<file path="src/rtl/instruction_fetch_unit_pkg.sv">
// Shared MIPS pipeline definitions used by the fetch stage: opcodes, fetch
// FSM encodings and the per-edge action chosen by the next-PC selector.
package mips_pkg;

  localparam logic [5:0]  OPC_HALT   = 6'b111111;
  localparam logic [31:0] NOP_WORD   = 32'h0;
  localparam int          WORD_BYTES = 4;

  typedef enum logic [1:0] {
    FETCH_RUN    = 2'd0,
    FETCH_DRAIN  = 2'd1,
    FETCH_HALTED = 2'd2
  } fetch_state_e;

  localparam logic [1:0] ST_RUN    = FETCH_RUN;
  localparam logic [1:0] ST_DRAIN  = FETCH_DRAIN;
  localparam logic [1:0] ST_HALTED = FETCH_HALTED;

  // What the fetch stage does on the coming edge, decided by pc_next_sel.
  typedef enum logic [2:0] {
    ACT_IDLE        = 3'd0,
    ACT_ADVANCE     = 3'd1,
    ACT_BRANCH      = 3'd2,
    ACT_FLUSH       = 3'd3,
    ACT_HOLD        = 3'd4,
    ACT_HALT        = 3'd5,
    ACT_DRAIN_COUNT = 3'd6,
    ACT_DRAIN_HOLD  = 3'd7
  } fetch_act_e;

  function automatic logic is_halt_word(input logic [31:0] instr);
    return instr[31:26] == OPC_HALT;
  endfunction

endpackage

</file>
<file path="src/rtl/instruction_fetch_unit_if.sv">
// Fetch-stage bus: hazard/redirect controls, instruction-memory port and the
// IF/ID pipeline register outputs. master is the fetch unit itself.
interface instruction_fetch_unit_if;

  logic        Stall;
  logic        Flush;
  logic        BranchTaken;
  logic [31:0] BranchTarget;
  logic [31:0] IMemAddress;
  logic [31:0] IMemInstruction;
  logic [31:0] IFID_Instruction;
  logic [31:0] IFID_PCPlus4;
  logic        IFID_Valid;
  logic        Halted;

  modport master (
    input  Stall, Flush, BranchTaken, BranchTarget, IMemInstruction,
    output IMemAddress, IFID_Instruction, IFID_PCPlus4, IFID_Valid, Halted
  );

  modport slave (
    output Stall, Flush, BranchTaken, BranchTarget, IMemInstruction,
    input  IMemAddress, IFID_Instruction, IFID_PCPlus4, IFID_Valid, Halted
  );

endinterface

</file>
<file path="src/rtl/instruction_fetch_unit_pc_next_sel.sv">
// Combinational next-PC and action priority mux for the fetch stage.
// Branch beats flush beats stall beats halt detection beats increment.
module pc_next_sel
  import mips_pkg::*;
(
  input  logic [1:0]  state,
  input  logic [31:0] pc,
  input  logic        branch_taken,
  input  logic [31:0] branch_target,
  input  logic        flush,
  input  logic        stall,
  input  logic        halt_cond,
  output logic [31:0] pc_next,
  output logic [31:0] pc_plus4,
  output fetch_act_e  act
);

  logic [31:0] target_aligned;
  logic        unused_tgt_bits;

  assign target_aligned  = {branch_target[31:2], 2'b00};
  assign unused_tgt_bits = ^branch_target[1:0];
  assign pc_plus4        = pc + 32'(WORD_BYTES);

  always_comb begin
    pc_next = pc;
    act     = ACT_IDLE;
    case (state)
      ST_RUN: begin
        if (branch_taken) begin
          pc_next = target_aligned;
          act     = ACT_BRANCH;
        end else if (flush) begin
          act = ACT_FLUSH;
        end else if (stall) begin
          act = ACT_HOLD;
        end else if (halt_cond) begin
          act = ACT_HALT;
        end else begin
          pc_next = pc_plus4;
          act     = ACT_ADVANCE;
        end
      end
      // A redirect while draining means the halt word was on a wrong path.
      ST_DRAIN: begin
        if (branch_taken) begin
          pc_next = target_aligned;
          act     = ACT_BRANCH;
        end else if (stall) begin
          act = ACT_DRAIN_HOLD;
        end else begin
          act = ACT_DRAIN_COUNT;
        end
      end
      default: begin
        pc_next = pc;
        act     = ACT_IDLE;
      end
    endcase
  end

endmodule

</file>
<file path="src/rtl/instruction_fetch_unit.sv">
// MIPS instruction fetch stage: owns the PC, captures the fetched word into
// IF/ID, and drains the pipeline after a halt word before raising Halted.
module instruction_fetch_unit
  import mips_pkg::*;
#(
  parameter logic [31:0] RESET_PC     = 32'h0000_0000,
  parameter int          IMEM_WORDS   = 128,
  parameter int          DRAIN_CYCLES = 4
) (
  input  logic                      Clk,
  input  logic                      Rst,
  instruction_fetch_unit_if.master  bus
);

  localparam int CNT_W = ($clog2(DRAIN_CYCLES) < 3) ? 3 : $clog2(DRAIN_CYCLES);
  localparam logic [CNT_W-1:0] DRAIN_LAST = CNT_W'(DRAIN_CYCLES - 1);
  localparam logic [29:0]      IMEM_LIMIT = 30'(IMEM_WORDS);

  logic [31:0]      pc_reg, pc_next, pc_plus4;
  logic [1:0]       state_reg, state_next;
  logic [CNT_W-1:0] cnt_reg, cnt_next;
  logic [31:0]      ifid_instr_reg, ifid_instr_next;
  logic [31:0]      ifid_pc4_reg, ifid_pc4_next;
  logic             ifid_valid_reg, ifid_valid_next;
  logic             halted_reg, halted_next;
  logic             halt_cond;
  fetch_act_e       act;

  // Fetching past the end of memory behaves exactly like hitting a pad word.
  assign halt_cond = is_halt_word(bus.IMemInstruction) || (pc_reg[31:2] >= IMEM_LIMIT);

  pc_next_sel u_pc_next_sel (
    .state         (state_reg),
    .pc            (pc_reg),
    .branch_taken  (bus.BranchTaken),
    .branch_target (bus.BranchTarget),
    .flush         (bus.Flush),
    .stall         (bus.Stall),
    .halt_cond     (halt_cond),
    .pc_next       (pc_next),
    .pc_plus4      (pc_plus4),
    .act           (act)
  );

  always_comb begin
    state_next      = state_reg;
    cnt_next        = cnt_reg;
    ifid_instr_next = ifid_instr_reg;
    ifid_pc4_next   = ifid_pc4_reg;
    ifid_valid_next = ifid_valid_reg;
    halted_next     = halted_reg;
    case (act)
      ACT_ADVANCE: begin
        ifid_instr_next = bus.IMemInstruction;
        ifid_pc4_next   = pc_plus4;
        ifid_valid_next = 1'b1;
      end
      ACT_BRANCH, ACT_FLUSH, ACT_HALT: begin
        ifid_instr_next = NOP_WORD;
        ifid_pc4_next   = 32'h0;
        ifid_valid_next = 1'b0;
        if (act == ACT_BRANCH) begin
          state_next = ST_RUN;
          cnt_next   = '0;
        end else if (act == ACT_HALT) begin
          state_next = ST_DRAIN;
          cnt_next   = '0;
        end
      end
      ACT_DRAIN_COUNT: begin
        if (cnt_reg == DRAIN_LAST) begin
          state_next  = ST_HALTED;
          halted_next = 1'b1;
        end else begin
          cnt_next = cnt_reg + CNT_W'(1);
        end
      end
      default: begin
        state_next = state_reg;
      end
    endcase
  end

  always_ff @(posedge Clk or posedge Rst) begin
    if (Rst) begin
      pc_reg         <= RESET_PC;
      state_reg      <= ST_RUN;
      cnt_reg        <= '0;
      ifid_instr_reg <= NOP_WORD;
      ifid_pc4_reg   <= 32'h0;
      ifid_valid_reg <= 1'b0;
      halted_reg     <= 1'b0;
    end else begin
      pc_reg         <= pc_next;
      state_reg      <= state_next;
      cnt_reg        <= cnt_next;
      ifid_instr_reg <= ifid_instr_next;
      ifid_pc4_reg   <= ifid_pc4_next;
      ifid_valid_reg <= ifid_valid_next;
      halted_reg     <= halted_next;
    end
  end

  assign bus.IMemAddress      = pc_reg;
  assign bus.IFID_Instruction = ifid_instr_reg;
  assign bus.IFID_PCPlus4     = ifid_pc4_reg;
  assign bus.IFID_Valid       = ifid_valid_reg;
  assign bus.Halted           = halted_reg;

endmodule

</file>
<file path="src/flat_wrapper.sv">
// flat-port wrapper written by rule: the top's interface ports become plain ports
module instruction_fetch_unit_flat import mips_pkg::*;
#(
  parameter logic [31:0] RESET_PC     = 32'h0000_0000,
  parameter int          IMEM_WORDS   = 128,
  parameter int          DRAIN_CYCLES = 4
)
  (Clk, Rst, bus_Stall, bus_Flush, bus_BranchTaken, bus_BranchTarget, bus_IMemInstruction, bus_IMemAddress, bus_IFID_Instruction, bus_IFID_PCPlus4, bus_IFID_Valid, bus_Halted);
  instruction_fetch_unit_if bus_i ();
  input  logic Clk;
  input  logic Rst;
  input wire logic [$bits(bus_i.Stall)-1:0] bus_Stall;
  input wire logic [$bits(bus_i.Flush)-1:0] bus_Flush;
  input wire logic [$bits(bus_i.BranchTaken)-1:0] bus_BranchTaken;
  input wire logic [$bits(bus_i.BranchTarget)-1:0] bus_BranchTarget;
  input wire logic [$bits(bus_i.IMemInstruction)-1:0] bus_IMemInstruction;
  output wire logic [$bits(bus_i.IMemAddress)-1:0] bus_IMemAddress;
  output wire logic [$bits(bus_i.IFID_Instruction)-1:0] bus_IFID_Instruction;
  output wire logic [$bits(bus_i.IFID_PCPlus4)-1:0] bus_IFID_PCPlus4;
  output wire logic [$bits(bus_i.IFID_Valid)-1:0] bus_IFID_Valid;
  output wire logic [$bits(bus_i.Halted)-1:0] bus_Halted;
  assign bus_i.Stall = bus_Stall;
  assign bus_i.Flush = bus_Flush;
  assign bus_i.BranchTaken = bus_BranchTaken;
  assign bus_i.BranchTarget = bus_BranchTarget;
  assign bus_i.IMemInstruction = bus_IMemInstruction;
  assign bus_IMemAddress = bus_i.IMemAddress;
  assign bus_IFID_Instruction = bus_i.IFID_Instruction;
  assign bus_IFID_PCPlus4 = bus_i.IFID_PCPlus4;
  assign bus_IFID_Valid = bus_i.IFID_Valid;
  assign bus_Halted = bus_i.Halted;
  instruction_fetch_unit #(.RESET_PC(RESET_PC), .IMEM_WORDS(IMEM_WORDS), .DRAIN_CYCLES(DRAIN_CYCLES)) u_core (.Clk(Clk), .Rst(Rst), .bus(bus_i));
endmodule
</file>
<file path="config.mk">
export PLATFORM = sky130hd
export DESIGN_NAME = instruction_fetch_unit_flat
export DESIGN_NICKNAME = d
export VERILOG_FILES = /design/src/rtl/instruction_fetch_unit_pkg.sv /design/src/rtl/instruction_fetch_unit_if.sv /design/src/rtl/instruction_fetch_unit_pc_next_sel.sv /design/src/rtl/instruction_fetch_unit.sv /design/src/flat_wrapper.sv
export SDC_FILE = /design/constraint.sdc
export NUM_CORES = 1
export LEC_CHECK = 0
export ABC_CLOCK_PERIOD_IN_PS = 3080
export CAP_MARGIN = 25
export CORE_ASPECT_RATIO = 2
export CORE_MARGIN = 2
export CORE_UTILIZATION = 39
export CTS_BUF_LIST = sky130_fd_sc_hd__clkbuf_4 sky130_fd_sc_hd__clkbuf_8 sky130_fd_sc_hd__clkbuf_16
export CTS_CLUSTER_DIAMETER = 40
export CTS_CLUSTER_SIZE = 28
export DETAILED_ROUTE_END_ITERATION = 10
export GPL_ROUTABILITY_DRIVEN = 0
export PLACE_DENSITY = 0.72
export SYNTH_ARGS = -nofsm -noshare
export SYNTH_HDL_FRONTEND = slang
export SYNTH_SLANG_ARGS = --single-unit
</file>
<file path="constraint.sdc">
create_clock -name Clk -period 3.08 [get_ports Clk]
set_input_delay 0.308 -clock Clk [delete_from_list [all_inputs] [get_ports Clk]]
set_output_delay 0.308 -clock Clk [all_outputs]
set_load 0.01 [all_outputs]
</file>
Yosys cells after proc, flatten, opt, wreduce, memory -nomap -nowiden:

Cells that the tools add are included.

* word-level logic and storage cells: 59
* register bits after elaboration: 103
* output and inout port bits: 98
* bits of input ports: 69

* add/subtract/negate cells: 2
* eq/ne operators: 15
* mux-type cells: 24
* magnitude comparators: 1
* reductions and logical operators: 10

Operator list (count)
* 32-bit case mux with 2 select lines: 3
* 32-bit 2-to-1 mux: 5
* 32-bit by 3-bit adder with 32-bit output, second input constant: 1
* 30-bit by 8-bit greater-or-equal comparator with 1-bit output, second input constant: 1
* 3-bit 2-to-1 mux: 8
* 3-bit case mux with 2 select lines: 2
* 3-bit by 2-bit equality test with 1-bit output, second input constant: 3
* 3-bit inequality test, second input constant: 3
* 3-bit equality test, second input constant: 2
* 6-bit equality test, second input constant: 1
* 2-bit 2-to-1 mux: 3
* 3-bit AND reduction: 2
* 2-bit nonzero test: 3
* 5-bit AND reduction: 1
* 2-bit inequality test, second input constant: 2
* 2-bit case mux with 2 select lines: 1
* 3-bit by 1-bit adder with 3-bit output, second input constant: 1
* 3-bit by 1-bit equality test with 1-bit output, second input constant: 1
* 3-bit by 1-bit inequality test with 1-bit output, second input constant: 1
* 3-bit OR reduction: 1
* 2-bit by 1-bit equality test with 1-bit output, second input constant: 1
* 2-bit logical NOT: 1
* 2-bit by 1-bit inequality test with 1-bit output, second input constant: 1
* 1-bit case mux with 2 select lines: 1
* other kinds (3): 3

Depth between registers and ports, before layout:

Gate-level depths: netlist of run 1.

* depth after elaboration: 11
* mapped depth: 7
* gate-level depth less buffers: 6

Modules after synthesis:

A second synthesis of run 1 with hierarchy kept.

* cells, all modules: 514
* area, all modules: 5310.1 um^2

Modules (own cells, without submodules)
* instruction_fetch_unit: instances 1, sequential area each 2577.5 um^2, cells an instance 219, area each 3517.1 um^2
* pc_next_sel: instances 1, sequential area each 0.0 um^2, cells an instance 295, area each 1793.0 um^2

Worst setup path before layout of run 1:

Ideal clock, no wire load.

* path kind: register -> register
* start: register u_core.state_reg[0]
* end: register u_core.pc_reg[17], in the netlist u_core.bus.IMemAddress[17]
* slack: 1.184 ns
* arrival time: 1.759 ns
* buffers on the path: 1
* library setup time: 0.137 ns
* period minus slack after synthesis: 1.896 ns
* stages on the path, launching flop included: 7
* data required time: 2.943 ns
* cell sequence: dfrtp_1 > nor2b_1 > or2_1 > buf_2 > or4_4 > o32ai_2 > a21oi_1

* word-level cells in the longest chain between the ends: 3
* elaborated cells between the ends (all ways): 9
* those cells by class: 5 x eq/ne; 1 x mux; 3 x reduce/logical

RTL lines
* start, declared: RTL line instruction_fetch_unit.sv:20 `logic [1:0] state_reg, state_next;`
* start signal, assigned: RTL line instruction_fetch_unit.sv:95 `state_reg <= state_next;`
* 2-bit by 1-bit equality test with 1-bit output or 2-bit logical NOT (tied branches): RTL line instruction_fetch_unit_pc_next_sel.sv:28 `case (state)`
* 2-bit inequality test (no line) (tied with other cells)
* 5-bit AND reduction (no line)
* end signal, assigned: RTL line instruction_fetch_unit.sv:94 `pc_reg <= pc_next;`
* end, declared: RTL line instruction_fetch_unit.sv:19 `logic [31:0] pc_reg, pc_next, pc_plus4;`

Several ways; a longest one is shown, not always the timed one.
A chain may end at the register's enable or synchronous reset.

Worst setup path after layout of run 1:

* start: register u_core.pc_reg[14], in the netlist u_core.bus.IMemAddress[14]
* end: register u_core.ifid_instr_reg[23], in the netlist u_core.bus.IFID_Instruction[23]

* word-level cells in the longest chain between the ends: 10
* elaborated cells between the ends (all ways): 14
* those cells by class: 1 x order compare; 4 x eq/ne; 6 x mux; 3 x reduce/logical

RTL lines
* 30-bit by 8-bit greater-or-equal comparator with 1-bit output (*): RTL line instruction_fetch_unit.sv:30 `assign halt_cond = is_halt_word(bus.IMemInstruction) || (pc_reg[31:2] >= IMEM_LIMIT);`
* 1-bit logical OR (*): RTL line instruction_fetch_unit.sv:30
* 3-bit 2-to-1 mux (*): RTL line instruction_fetch_unit_pc_next_sel.sv:37 `end else if (halt_cond) begin`
* 3-bit 2-to-1 mux (*): RTL line instruction_fetch_unit_pc_next_sel.sv:35 `end else if (stall) begin`
* 3-bit 2-to-1 mux (*): RTL line instruction_fetch_unit_pc_next_sel.sv:33 `end else if (flush) begin`
* 3-bit 2-to-1 mux (*): RTL line instruction_fetch_unit_pc_next_sel.sv:30 `if (branch_taken) begin`
* 3-bit case mux with 2 select lines (*): RTL line instruction_fetch_unit_pc_next_sel.sv:28
* 3-bit by 2-bit equality test with 1-bit output or 3-bit equality test (tied branches): RTL line instruction_fetch_unit.sv:52 `case (act)`
* 3-bit OR reduction: RTL line instruction_fetch_unit.sv:52
* 32-bit case mux with 2 select lines or 2-bit nonzero test (tied branches)
* end signal, assigned: RTL line instruction_fetch_unit.sv:97 `ifid_instr_reg <= ifid_instr_next;`
* end, declared: RTL line instruction_fetch_unit.sv:22 `logic [31:0] ifid_instr_reg, ifid_instr_next;`

Every way passes the cells marked *; elsewhere a longest branch is shown, timed or not.

==> results of run 1 <==
-- area by class of cell --
cell class	instances	area, um2
Timing Repair Buffer	172	1710
Clock buffer	11	240
Sequential cell	100	2500
Inverter	11	43.8
Clock inverter	5	38.8
Multi-Input combinational cell	240	1510
Tap cell	137	171
Fill cell	913	4200
-- layer usage --
layer / share of wire [%] / track usage (%) / vias up
met4: 3.4 / 10.7 / 0
met2: 55 / 37.8 / 135
met3: 4.7 / 3.74 / 24
met5: 0 / 0 / -
met1: 37 / 23.7 / 1762
li1: - / - / 1641
-- logic make-up (layout without fill, tap and decap cells) --
| kind of cell | count (synthesis) | count (layout) |
|---|---|---|
| other cells | 1 | 2 |
| xor+xnor | 6 | 6 |
| fa+ha+maj | 4 | 4 |
| flops | 100 | 100 |
| simple gates | 137 | 137 |
| buf+inv | 35 | 199 |
| mux | 2 | 2 |
| compound gates | 89 | 89 |
-- through the flow --
step                      power (mW)  cell area [um2]  hold slack, ns
after floorplan                 1.40             4140           0.413
after global placement          1.52             5940           0.453
after detailed placement        1.52             5940           0.457
after CTS                       2.58             6210           0.392
after global routing            2.65             6210           0.418
final                           2.55             6210           0.365
-- cells in the mapped netlist, drive strengths merged (2+ instances only) --
master / number / share of area, %
nor2: 22 / 2.0
nand2b: 2 / 0.30
inv: 11 / 1.0
o22ai: 4 / 0.60
a21o: 4 / 0.73
xor2: 3 / 0.63
clkbuf: 15 / 1.4
a211o: 2 / 0.42
and2: 24 / 3.6
or2: 3 / 0.45
buf: 9 / 1.2
a22o: 39 / 8.3
xnor2: 3 / 0.63
nand3: 21 / 2.5
o211ai: 2 / 0.36
nand2: 39 / 3.5
nor2b: 2 / 0.30
nor4: 6 / 0.91
o2bb2ai: 2 / 0.42
a21oi: 12 / 1.5
nor3: 7 / 0.97
nand4: 7 / 1.1
a31oi: 2 / 0.30
dfrtp: 100 / 60
o221ai: 2 / 0.42
mux2i: 2 / 0.48
o31ai: 2 / 0.36
ha: 4 / 1.2
o21ai: 11 / 1.3
-- where the power goes --
group | switching (mW) | internal [mW] | total, mW | leakage (nW)
Combinational | 0.0726 | 0.0996 | 0.172 | 1.35
Sequential | 0.00717 | 1.32 | 1.33 | 1.36
Clock | 0.486 | 0.567 | 1.05 | 0.125
Total | 0.566 | 1.99 | 2.55 | 2.84
-- critical path, stage by stage (launching register included) --
cell	delay [ns]
sky130_fd_sc_hd__dfrtp_1	0.43
sky130_fd_sc_hd__nor4_1	0.54
sky130_fd_sc_hd__o211ai_1	0.26
sky130_fd_sc_hd__or2_1	0.33
sky130_fd_sc_hd__nor3_4	0.11
sky130_fd_sc_hd__buf_4	0.40
sky130_fd_sc_hd__a22o_1	0.22
-- cells in the final DEF, fill, tap and decap left out, types with 7 or more instances in the layout --
master and n:
sky130_fd_sc_hd__dfrtp_1 100, sky130_fd_sc_hd__buf_4 9, sky130_fd_sc_hd__nor2_1 22, sky130_fd_sc_hd__a22o_1 39, sky130_fd_sc_hd__inv_1 9, sky130_fd_sc_hd__o21ai_0 10, sky130_fd_sc_hd__nand4_1 7, sky130_fd_sc_hd__nand2_1 39
sky130_fd_sc_hd__a21oi_1 12, sky130_fd_sc_hd__clkbuf_16 9, sky130_fd_sc_hd__and2_1 24, sky130_fd_sc_hd__nand3_1 21, sky130_fd_sc_hd__clkdlybuf4s50_1 162
-- path summary, 6_finish.rpt --
path	startpoint	to	slack, ns	cells after the start
worst min-delay path	Rst	u_core.bus.IFID_Instruction[3]	0.37	2
min in group Clk	u_core.bus.Halted	u_core.bus.Halted	0.47	1
worst max-delay path	u_core.bus.IMemAddress[14]	u_core.bus.IFID_Instruction[23]	0.70	6
worst max register to register	u_core.bus.IMemAddress[14]	u_core.bus.IFID_Instruction[23]	0.70	6
max in group asynchronous	Rst	u_core.bus.IFID_PCPlus4[4]	1.99	3
worst min register to register	u_core.bus.Halted	u_core.bus.Halted	0.47	1
==> flow_metrics.py, run 1 <==
metrics = {
    "finish": {
        "diodes": 0,
        "num-nets-final": 607,
        "flip_flop_count_of_the_largest_register_all_copies_and_words_added": 32,
        "final_layout_size_suffix_gt1_share_pct": 6.12,
        "area_growth_pct": 50.2,
        "fin_util_pct": 59.7,
        "post_layout_nonfiller_instances": 676,
    },
    "clocking": {
        "cts_hold_buf": 0,
        "clk-insertion-delay-late_ns": 0.34,
        "cts.path.max_buffers": 2,
        "cts_num_sinks": 100,
        "cts_root_buffer": "sky130_fd_sc_hd__clkbuf_16",
        "postCtsSetupRepairBufs": 0,
        "ctsResizeCount": 0,
        "cts_tree": "done",
        "h-tree-depth": 3,
        "cts.reportedPaths.clkPinSlew_ns": 0.07,
        "cts-buffers-inserted": 9,
    },
    "sta": {
        "final_period_minus_worst_setup_slack_ns": 2.38,
        "report.final.setup_viol": 0,
        "slew_headroom_pct": 58.3,
        "final.setup.worst_slack_ns": 0.696,
        "max_clock_freq_mhz": 419,
        "setup_total_negative_slack_ns": 0,
        "rsz0062_at_grt": "no",
        "fin_crit_sh_pct": 77.4,
        "tightest_slew_ns": 0.625,
        "timing.clock.skew_ns": 0.0113,
        "hold_violations_final": 0,
        "timing_max_transition_violations_final": 0,
    },
    "power_and_ir_drop": {
        "power_density_nw_per_um2": 411,
        "p_leak_nw": 2.84,
        "max-vdd-ir-drop_mv": 0.284,
    },
    "floorplan": {
        "dieWidth_um": 76.8,
        "core_area_um2": 10400,
        "floorplan.die_area_um2": 11500,
        "std_cell_rows": 53,
        "die_height_um": 150,
        "start_util_pct": 39.8,
        "boundaryPins": 167,
    },
    "yosys": {
        "synth_top_family_by_area": "simple AND/OR/NAND/NOR gates",
        "synth_compound_area_share_pct": 16.4,
        "yosysWarningCount": 0,
        "synth-edff-count": 0,
        "yosys.cell_types.count": 47,
        "synthesis.instances": 374,
        "post_synthesis_average_cell_area_um2": 11.1,
        "adder_and_majority_cell_fraction_of_the_synthesized_area_pct": 1.21,
        "yosys.area_share.xor_xnor_pct": 1.27,
        "yosys-mux-area-fraction_pct": 0.484,
        "yosys.area_share.simple_pct": 16.5,
        "yosysSeqAreaShare_pct": 60.5,
        "syn_area_um2": 4140,
        "asyncSetResetFlopFracSynth_pct": 100,
        "ys_dominant_reg_cell": "sky130_fd_sc_hd__dfrtp_1",
        "flop_and_latch_count_out_of_synthesis": 100,
    },
    "worst_setup_path": {
        "crit_path_max_fanout": 40,
        "worst-setup-path-type": "flip-flop to flip-flop",
        "worst_ep_arrival_time_ns": 2.65,
        "crit_required_ns": 3.35,
        "worstSetupEndpointType": "flip-flop",
        "worstSetupStartpointType": "flip-flop",
    },
    "grt": {
        "grt_util_all_layers_pct": 21.1,
        "grt_max_degree": 65,
        "grt_first_pass_wirelength_um": 18800,
        "grt.overflow.total": 0,
        "vias_in_the_first_global_route": 3587,
        "antenna_found_initial": 0,
    },
    "run_status": {
        "run_status": "finished, final reports clean",
    },
    "placement": {
        "dp_slack_ns": 0.706,
        "dp.cells": 660,
        "port-buffer-count": 162,
        "post-dp-hpwl_um": 8740,
    },
    "routing": {
        "via_count": 3562,
        "wire_per_inst_um": 17.4,
        "post_drt_via_cell_ratio": 5.27,
        "route.detailed.drc": 0,
        "drt_pass1_iterations": 4,
        "detail_route.iter0.violations": 231,
        "postRouteWirelength_um": 11800,
        "drtAntennaViolNets": 0,
    },
    "min_path": {
        "hold_removal_path_class": "input port to asynchronous set/reset pin",
    },
    "run": {
        "drv.max_cap_violation_count": 0,
    },
}
(Power assumes the default switching activity.)
==> run 2, diff against run 1 <==
--- a/config.mk
+++ b/config.mk
@@ -5,17 +5,17 @@
 export SDC_FILE = /design/constraint.sdc
 export NUM_CORES = 1
 export LEC_CHECK = 0
-export ABC_CLOCK_PERIOD_IN_PS = 3080
+export ABC_CLOCK_PERIOD_IN_PS = 2500
 export CAP_MARGIN = 25
 export CORE_ASPECT_RATIO = 2
 export CORE_MARGIN = 2
-export CORE_UTILIZATION = 39
+export CORE_UTILIZATION = 43
 export CTS_BUF_LIST = sky130_fd_sc_hd__clkbuf_4 sky130_fd_sc_hd__clkbuf_8 sky130_fd_sc_hd__clkbuf_16
 export CTS_CLUSTER_DIAMETER = 40
 export CTS_CLUSTER_SIZE = 28
 export DETAILED_ROUTE_END_ITERATION = 10
 export GPL_ROUTABILITY_DRIVEN = 0
-export PLACE_DENSITY = 0.72
+export PLACE_DENSITY = 0.76
 export SYNTH_ARGS = -nofsm -noshare
 export SYNTH_HDL_FRONTEND = slang
 export SYNTH_SLANG_ARGS = --single-unit
==> constraint.sdc (replaced) <==
create_clock -name Clk -period 2.5 [get_ports Clk]
set_input_delay 0.25 -clock Clk [delete_from_list [all_inputs] [get_ports Clk]]
set_output_delay 0.25 -clock Clk [all_outputs]
set_load 0.01 [all_outputs]
==> run 2 against run 1 <==
Effect of this change:
- global-route usage increased by 2.2 points
- first-iteration DRC count is 19% lower
- die area is 8.9% lower
- design area up 5.2%
- worst hold slack gained 0.022 ns
- clock-buffer cell count is 1 lower
- core utilization grew 10 points
- critical path type unchanged
- largest cell class unchanged
- largest power group unchanged
- highest routed layer unchanged
==> flow_metrics.py, run 2 (same netlist as run 1, synthesis figures left out) <==
metrics = {
    "grt": {
        "antenna_found_initial": 0,
        "grt_util_all_layers_pct": 23.2,
        "vias_in_the_first_global_route": 3723,
        "grt_first_pass_wirelength_um": 18500,
        "grt.overflow.total": 0,
        "grt_max_degree": 101,
    },
    "finish": {
        "final_layout_size_suffix_gt1_share_pct": 12.3,
        "final_common_cell": "sky130_fd_sc_hd__clkdlybuf4s50_1",
        "diodes": 0,
        "num-nets-final": 645,
        "stdcell_area_um2": 6540,
        "area_growth_pct": 58.0,
        "post_layout_nonfiller_instances": 681,
        "final_cell_mix": "162 x sky130_fd_sc_hd__clkdlybuf4s50_1, 100 x sky130_fd_sc_hd__dfrtp_1, 44 x sky130_fd_sc_hd__buf_4",
        "filler_cell_count": 683,
        "flip_flop_count_of_the_largest_register_all_copies_and_words_added": 32,
    },
    "worst_setup_path": {
        "worst_path_most_repeated_cell": "sky130_fd_sc_hd__buf_4",
        "worst-setup-path-type": "flip-flop to flip-flop",
        "crit_path_start": "u_core.bus.IMemAddress[13]",
        "worstSetupStartpointType": "flip-flop",
        "worst_path_cell_with_the_longest_stage_delay": "sky130_fd_sc_hd__nor4_1",
        "r2r_start": "u_core.bus.IMemAddress[13]",
        "crit_required_ns": 2.73,
        "worstSetupEndpointType": "flip-flop",
        "crit_path_max_fanout": 8,
        "worst_ep_arrival_time_ns": 2.38,
        "critical_path.cell_chain": "nor4_1, o211ai_1, buf_4, o31a_1, buf_4, a211o_1",
        "worst_stage_delay_on_the_critical_path_ns": 0.43,
        "critPathTopFamily": "compound AO/OA/AOI/OAI gates",
        "critical_path_buf_inv_count": 2,
    },
    "routing": {
        "via_count": 3660,
        "detail_route.iter0.violations": 188,
        "drtAntennaViolNets": 0,
        "wire_per_inst_um": 17.4,
        "post_drt_via_cell_ratio": 5.37,
        "postRouteWirelength_um": 11800,
        "route.detailed.drc": 0,
        "drt_pass1_iterations": 4,
    },
    "floorplan": {
        "core_area_um2": 9380,
        "boundaryPins": 167,
        "floorplan.die_area_um2": 10500,
        "dieWidth_um": 73.4,
        "std_cell_rows": 50,
        "die_height_um": 143,
        "start_util_pct": 44.1,
    },
    "clocking": {
        "cts_num_sinks": 100,
        "cts_tree": "done",
        "cts.path.max_buffers": 2,
        "cts_hold_buf": 0,
        "cts_root_buffer": "sky130_fd_sc_hd__clkbuf_16",
        "clk-insertion-delay-late_ns": 0.34,
        "h-tree-depth": 3,
        "cts.reportedPaths.clkPinSlew_ns": 0.07,
        "cts-buffers-inserted": 9,
    },
    "sta": {
        "hold_violations_final": 0,
        "final.setup.worst_slack_ns": 0.350,
        "final_period_minus_worst_setup_slack_ns": 2.15,
        "timing.clock.skew_ns": 0.00720,
        "setup_total_negative_slack_ns": 0,
        "timing.hold.ws_ns": 0.387,
        "fin_crit_sh_pct": 86.0,
        "tightest_slew_ns": 0.538,
        "max_clock_freq_mhz": 465,
        "slew_headroom_pct": 64.1,
        "report.final.setup_viol": 0,
        "timing_max_transition_violations_final": 0,
        "rsz0062_at_grt": "no",
    },
    "run_status": {
        "run_status": "finished, final reports clean",
    },
    "placement": {
        "port-buffer-count": 162,
        "post-dp-hpwl_um": 9020,
        "postPlaceCellArea_um2": 6180,
        "dp.cells": 662,
        "dp_slack_ns": 0.0717,
    },
    "power_and_ir_drop": {
        "net_switching_fraction_of_the_power_pct": 20.8,
        "internal_power_mw": 2.66,
        "switching_power_mw": 0.699,
        "share_seq_of_total_power_pct": 48.5,
        "p_leak_nw": 3.07,
        "clkPwrFrac_pct": 44.5,
        "max-vdd-ir-drop_mv": 0.398,
        "combPwrFrac_pct": 7.0,
        "power_density_nw_per_um2": 513,
    },
    "min_path": {
        "hold_removal_path_class": "input port to asynchronous set/reset pin",
    },
    "run": {
        "drv.max_cap_violation_count": 0,
    },
}
-- run 2: cell types whose count changed in the layout (fill, tap and decap cells not counted), sizes merged --
cell,change
clkbuf,-1
inv,+1
bufinv,+2
clkinvlp,-2
buf,+38
-- run 2: worst paths after layout --
check / end / slack (ns) / depth (start not counted)
min reg2reg: u_core.bus.IFID_PCPlus4[28] / 0.48 / 1
min in group Clk: u_core.bus.IMemAddress[23] / 0.46 / 3
min: u_core.bus.IFID_PCPlus4[14] / 0.39 / 3
max: u_core.bus.IMemAddress[2] / 0.35 / 6
max in group asynchronous: u_core.bus.IMemAddress[24] / 1.68 / 3
max reg2reg: u_core.bus.IMemAddress[2] / 0.35 / 6
-- run 2: what timing repair did --
item                                   CTS  global route
buffers inserted                         0             3
endpoints found under the hold margin    0             0
resized for setup                        0             0
setup endpoints to repair                0            20
-- run 2: worst register-to-register path: cells and delay by family (launching register included) --
kind                   cells  cell delay [ns]
AND/OR/NAND/NOR            1             0.43
flip-flops                 1             0.38
AO/OA/AOI/OAI              3             0.85
buffers and inverters      2             0.38
-- run 2: cell type report --
cell class | count | area (um2) | area share (%)
Sequential cell | 100 | 2500 | 38.3
Multi-Input combinational cell | 240 | 1510 | 23.1
Tap cell | 104 | 130 | 1.99
Inverter | 11 | 45.0 | 0.689
Clock inverter | 6 | 93.8 | 1.43
Timing Repair Buffer | 210 | 2030 | 31.0
Clock buffer | 10 | 233 | 3.56
-- run 2: metal layers --
layer  GRT usage, %  vias to the layer above  routed length [um]
li1               -                     1726                   -
met1           24.0                     1763                4070
met2           43.1                      148                6680
met3           5.36                       23                 758
met4           10.0                        0                 326
met5              0                        -                   0
-- run 2: power groups by stage --
stage | Sequential [mW] | Combinational, mW | Clock, mW
after CTS | 1.63 | 0.238 | 1.53
after global placement | 1.66 | 0.234 | 0
after floorplan | 1.67 | 0.0607 | 0
after detailed placement | 1.66 | 0.237 | 0
after global routing | 1.63 | 0.256 | 1.60
final | 1.63 | 0.236 | 1.49
-- run 2: per-stage QoR --
stage | total power [mW] | utilization [%]
after global routing | 3.48 | 69.7
after CTS | 3.39 | 69.3
after global placement | 1.89 | 65.7
final | 3.36 | 69.7
after floorplan | 1.73 | -
after detailed placement | 1.90 | 65.8
